$ cat src/rtl/uart_tx_8n1.sv
// 8-bit UART transmitter: start, 8 data bits LSB first, optional parity, one stop.
// The line register and the FSM change on the same edge, so o_uart_tx tracks state exactly.
module uart_tx_8n1 #(
  parameter int CLK_FREQ   = 50_000_000,
  parameter int BAUD       = 9600,
  parameter int PARITY_EN  = 0,
  parameter int PARITY_ODD = 0
) (
  input  logic       i_clk_sys,
  input  logic       i_rst,
  input  logic [7:0] i_tx_data,
  input  logic       i_tx_valid,
  output logic       o_tx_ready,
  output logic       o_uart_tx,
  output logic       o_tx_busy,
  output logic       o_tx_done,
  output logic       o_parity
);
  localparam int CLKS_PER_BIT = CLK_FREQ / BAUD;
  localparam int CNT_W = (CLKS_PER_BIT > 1) ? $clog2(CLKS_PER_BIT) : 1;
  localparam logic [CNT_W-1:0] CNT_LAST = CNT_W'(CLKS_PER_BIT - 1);
  localparam logic ODD = (PARITY_ODD != 0);
  localparam logic HAS_PAR = (PARITY_EN != 0);

  localparam logic [2:0] S_IDLE   = 3'd0;
  localparam logic [2:0] S_START  = 3'd1;
  localparam logic [2:0] S_DATA   = 3'd2;
  localparam logic [2:0] S_PARITY = 3'd3;
  localparam logic [2:0] S_STOP   = 3'd4;

  logic [2:0]       state;
  logic [CNT_W-1:0] cnt;
  logic [2:0]       idx;
  logic [7:0]       shift;
  logic             bit_end;

  assign bit_end    = (cnt == CNT_LAST);
  assign o_tx_ready = (state == S_IDLE) && !i_rst;
  assign o_tx_busy  = (state != S_IDLE);
  assign o_tx_done  = (state == S_STOP) && bit_end;

  // Bit-period counter: held at zero in IDLE, restarts on every bit boundary.
  always_ff @(posedge i_clk_sys or posedge i_rst) begin
    if (i_rst)                           cnt <= '0;
    else if (state == S_IDLE || bit_end) cnt <= '0;
    else                                 cnt <= cnt + CNT_W'(1);
  end

  always_ff @(posedge i_clk_sys or posedge i_rst) begin
    if (i_rst) begin
      state     <= S_IDLE;
      idx       <= '0;
      shift     <= '0;
      o_uart_tx <= 1'b1;
      o_parity  <= 1'b0;
    end else begin
      case (state)
        S_IDLE: begin
          o_uart_tx <= 1'b1;
          if (i_tx_valid && o_tx_ready) begin
            shift     <= i_tx_data;
            o_parity  <= ^i_tx_data ^ ODD;
            o_uart_tx <= 1'b0;
            state     <= S_START;
          end
        end
        S_START: if (bit_end) begin
          o_uart_tx <= shift[0];
          state     <= S_DATA;
        end
        S_DATA: if (bit_end) begin
          shift <= shift >> 1;
          idx   <= idx + 3'd1;
          if (idx == 3'd7) begin
            o_uart_tx <= HAS_PAR ? o_parity : 1'b1;
            state     <= HAS_PAR ? S_PARITY : S_STOP;
          end else begin
            o_uart_tx <= shift[1];
          end
        end
        S_PARITY: if (bit_end) begin
          o_uart_tx <= 1'b1;
          state     <= S_STOP;
        end
        S_STOP: if (bit_end) begin
          o_uart_tx <= 1'b1;
          state     <= S_IDLE;
        end
        default: begin
          o_uart_tx <= 1'b1;
          state     <= S_IDLE;
        end
      endcase
    end
  end
endmodule

$ cat config.mk
export PLATFORM = sky130hd
export DESIGN_NAME = uart_tx_8n1
export DESIGN_NICKNAME = d
export VERILOG_FILES = /design/src/rtl/uart_tx_8n1.sv
export SDC_FILE = /design/constraint.sdc
export NUM_CORES = 1
export LEC_CHECK = 0
export CAP_MARGIN = 15
export CORE_MARGIN = 2
export CORE_UTILIZATION = 50
export CTS_CLUSTER_DIAMETER = 30
export DETAILED_ROUTE_END_ITERATION = 8
export GPL_TIMING_DRIVEN = 0
export MAX_ROUTING_LAYER = met4
export PLACE_DENSITY_LB_ADDON = 0.3
export SETUP_SLACK_MARGIN = 0.3
export SLEW_MARGIN = 10
export SYNTH_ARGS = -nofsm -noshare
export SYNTH_HDL_FRONTEND = slang
export SYNTH_SLANG_ARGS = --single-unit
$ cat constraint.sdc
create_clock -name i_clk_sys -period 3 [get_ports i_clk_sys]
set_input_delay 0.3 -clock i_clk_sys [delete_from_list [all_inputs] [get_ports i_clk_sys]]
set_output_delay 0.3 -clock i_clk_sys [all_outputs]
set_load 0.05 [all_outputs]
After elaboration in Yosys (flattened, before gate mapping)
Cells that the tools add are included.
{"block": "totals", "inputBits": 11, "output_inout_bits": 5, "register_bits": 29}
{"block": "op_classes", "n_eq_ne": 13, "muxes": 17, "addsub": 2, "reduce_logical": 15}
{"operator": "$mux 3", "count": 6}
{"operator": "$mux 8", "count": 2}
{"operator": "$pmux 8 s2", "count": 1}
{"operator": "$pmux 3 s5", "count": 1}
{"operator": "$add 13x1->13 const B", "count": 1}
{"operator": "$eq 13x13->1 const B", "count": 1}
{"operator": "$mux 13", "count": 1}
{"operator": "$ne 2x2->1 const B", "count": 5}
{"operator": "$reduce_xor 8->1", "count": 1}
{"operator": "$eq 3x2->1 const B", "count": 2}
{"operator": "$eq 3x3->1 const B", "count": 2}
{"operator": "$reduce_and 3->1", "count": 2}
{"operator": "$reduce_and 6->1", "count": 1}
{"operator": "$mux 1", "count": 5}
{"operator": "$ne 2x1->1 const B", "count": 2}
{"operator": "$pmux 1 s4", "count": 1}
{"operator": "$reduce_and 2->1", "count": 2}
{"operator": "$add 3x1->3 const B", "count": 1}
{"operator": "$eq 3x1->1 const B", "count": 1}
{"operator": "$logic_and 1x1->1", "count": 3}
{"operator": "$logic_not 3->1", "count": 1}
{"operator": "$reduce_bool 3->1", "count": 1}
{"operator": "$reduce_bool 2->1", "count": 1}
{"operator": "$reduce_or 2->1", "count": 1}
{"operator": "other kinds (2)", "count": 2}

Depth between registers and ports, before layout
{"block": "depth", "depth_word": 5, "mapped_depth": 6, "mapped_depth_nobuf": 6}

Worst setup path after synthesis
OpenSTA, ideal clock, no wires.
{"block": "synth_path", "path_kind": "reg2out", "startpoint": "reg state[0]", "endpoint": "out o_tx_ready", "path_stages_with_launch": 5, "path_slack_ps": 847, "t_arrival_ps": 1853, "t_required_ps": 2700, "cell_sequence": "dfrtp_1 buf_6 nor3_1 inv_1 nor2_1"}
{"block": "synth_between", "elab_chain_cells": 2}
{"element": "start: declaration", "line": "31", "source": "logic [2:0] state;"}
{"element": "start signal: assignment", "line": "76", "source": "state <= HAS_PAR ? S_PARITY : S_STOP;"}
{"element": "$logic_not 3->1", "line": "38", "source": "assign o_tx_ready = (state == S_IDLE) && !i_rst;"}
{"element": "$logic_and 1x1->1", "line": "38"}
{"element": "end: declaration", "line": "13", "source": "output logic o_tx_ready,"}
No other way between the ends.

Final worst setup path
{"block": "layout_path", "startpoint": "reg state[0]", "endpoint": "out o_tx_busy"}
{"block": "layout_between", "elab_chain_cells": 1}
{"element": "$reduce_bool 3->1", "line": "39", "source": "assign o_tx_busy = (state != S_IDLE);"}
{"element": "end: declaration", "line": "15", "source": "output logic o_tx_busy,"}
No other way between the ends.

==> run metrics <==
CTS max path bufs 2; Cell Area, Synth 1549 um2; # port buffers 15; Top FF cell, synth dfrtp_1; Core Region 3003 um2; Wirelength per Cell 13.50 um; Place WS 0.1228 ns; clk sink count 29; Ports 16; Post-Syn Area per Cell ~11 um2; Vias per Instance 5.467; R2R Path End shift[4]$_DFFE_PP0P_; CP cell instances buf_6, nor3_1, inv_1, clkdlybuf4s50_1; Setup WS post-layout 0.6075 ns; largest net degree at the start of global routing 31; crit share post-route 79.75%; number of synthesized flops with an enable pin 0; vias between 1,000 and 1,500; Rows 20; worst min path class primary input to async pin; Final Hold Viols 0; DRC Markers 0; Slew @ Worst Pin 0.5625 ns; share of cells above drive strength 1 18.29%; CTS tree done; #FFs+latches synth 29; crit path capture type primary output; Syn Inst Count 140; DP Wirelength 2006 um; setup_tns 0 ns; worst path required time 2.70 ns; CTS buffer count 5; Fmax 418.0 MHz; slowest stage delay, CP roughly 0.73 ns; vias in the first global route ~1,100; Die Span X 59.66 um; fraction of registers with async set/reset 100.0%; VDD IR max 0.0003260 V; clock tree root buffer cell clkbuf_4; Fillers 273; initial antenna violation count 0; die height slightly below 60 um; TritonRoute pass-1 iters 4; placer congestion estimate 0.8392; Layout Nets 177; max-cap violations 0; Synth top area share 45.23%; Slew Limit Fails 0; register area share after synthesis 46.93%; RR Startpoint state[0]$_DFFE_PP0P_; Crit Path Max Fanout 10; max_slew headroom a little over three fifths; number of diodes 0; largest cells by area after synthesis dfrtp_1 45%, mux2_2 11%, xnor2_1 8.5%, nor2_1 3.9%, o21ai_0 2.9%; Yosys warning count 0; clock insertion delay at the later pin of the skew report 0.32 ns; static leakage 0.7742 nW; post-synth top area cell dfrtp_1; worst-case reg-to-reg path depth 5; RSZ-0062 raised after global routing false; final setup fails 0; post-CTS setup buffers 0; Clock Skew 0.007971 ns; clock slew at reported path FFs 0.09 ns; Final ANT Viol Nets 0; Power Dens Cells 368.3 nW/um2; Starting Density about half; status completed; Startpoint Class register; reg-to-reg setup timing slack 1.11 ns; Area growth syn-to-layout 17.37%; Netlist cell types 34; Crit path arrival time 2.09 ns; H-tree level count 2; GRT overflow 0; Total Routed Length roughly 2700 um; crit path max-delay cell type clkdlybuf4s50_1; DIE AREA 3559 um2; syn nets 154; shortest period the worst path allows about 2.4 ns; crit path kind register to primary output; first-pass GRT wire length 4788 um; overall global routing resource usage a little under a fifth; 1st-iter DRT viols 48
## where the power goes
| group | total [W] | internal (W) | switching, W |
|---|---|---|---|
| Combinational | 0.0000544 | 0.0000329 | 0.0000215 |
| Clock | 0.000217 | 0.0000932 | 0.000124 |
| Sequential | 0.000398 | 0.000395 | 0.00000238 |
| Total | 0.000670 | 0.000521 | 0.000148 |
## what timing repair did
action                     in CTS  in global routing
hold buffers                    0                  0
resized for setup               1                  1
setup endpoints to repair       1                  1
## layer usage
layer	track usage, %	vias to the layer above	routed length, um
met1	21.58	518	1147
met3	4.545	4	84
met2	30.12	11	1399
li1	-	544	-
met4	9.206	0	27
met5	-	-	0
## flip-flops by register name (all words and copies together), names as in the netlist
register / flops
o_parity: 1
o_uart_tx: 1
cnt: 13
shift: 8
state: 3
idx: 3
## critical path, delay by kind of cell (launching register included)
family	cells	cell delay, ns
buf+inv	3	1.00
flops	1	0.38
simple gates	1	0.41
## placed cells by master (no fill, tap or decap), types with 5 or more instances in the layout
| cell type | count |
|---|---|
| o21ai_0 | 9 |
| nor2_1 | 16 |
| xnor2_1 | 15 |
| nand3_1 | 8 |
| clkdlybuf4s50_1 | 13 |
| inv_1 | 5 |
| mux2_2 | 15 |
| clkbuf_4 | 5 |
| nand2_1 | 5 |
| dfrtp_1 | 28 |
## worst max path at each step
stage,startpoint,to,slack [ns],cells past startpoint
2_1_floorplan,state[0]$_DFFE_PP0P_,o_tx_ready,0.85,4
3_3_place_gp,i_rst,shift[5]$_DFFE_PP0P_,0.21,5
5_1_grt,state[0]$_DFFE_PP0P_,o_tx_busy,0.43,4
6_report,state[0]$_DFFE_PP0P_,o_tx_busy,0.61,4
4_1_cts,state[0]$_DFFE_PP0P_,o_tx_ready,0.39,5
3_5_place_dp,i_rst,shift[2]$_DFFE_PP0P_,0.12,5
## area by class of cell
cell class,count,area (um2),share of cell area [%]
plain buffers,2,16.27,0.8947
inverters,5,18.77,1.032
well taps,33,41.29,2.271
multi-input cells,104,787.0,43.29
clock buffers,8,48.80,2.684
repair buffers,16,178.9,9.842
flip-flops and latches,29,726.9,39.99
## cell families (layout without fill, tap and decap cells)
group	Yosys count	in the layout	synth area share (%)
mux	17	17	12.36
compound gates	16	16	5.897
xor+xnor	17	17	9.613
buf+inv	7	31	2.261
simple gates	51	51	20.52
fa+ha+maj	3	3	2.424
flops	29	29	46.93
## synthesized netlist by cell type, types with 2 or more instances
cell / n
ha_1: 3
mux2_2: 15
nor4_1: 3
nor3_1: 3
nand3_1: 8
nand2_1: 5
dfrtp_1: 28
mux2_1: 2
xor2_1: 2
inv_1: 5
or3_1: 2
nor2_1: 16
nor3b_1: 2
o21ai_0: 9
and3_1: 2
xnor2_1: 15
a21oi_1: 3
## metrics by stage
step,utilization (%),instances,area [um2],hold slack [ns],total power [W]
6_report,60.54,197,1818,0.4023,0.0006696
5_1_grt,60.54,197,1818,0.4405,0.0007073
4_1_cts,59.54,196,1788,0.4933,0.0006815
3_5_place_dp,57.96,188,1740,0.4790,0.0004568
3_3_place_gp,57.96,188,1740,0.4692,0.0004550
2_1_floorplan,-,140,1549,0.3856,0.0004353
Power figures use the tool's default switching activity.
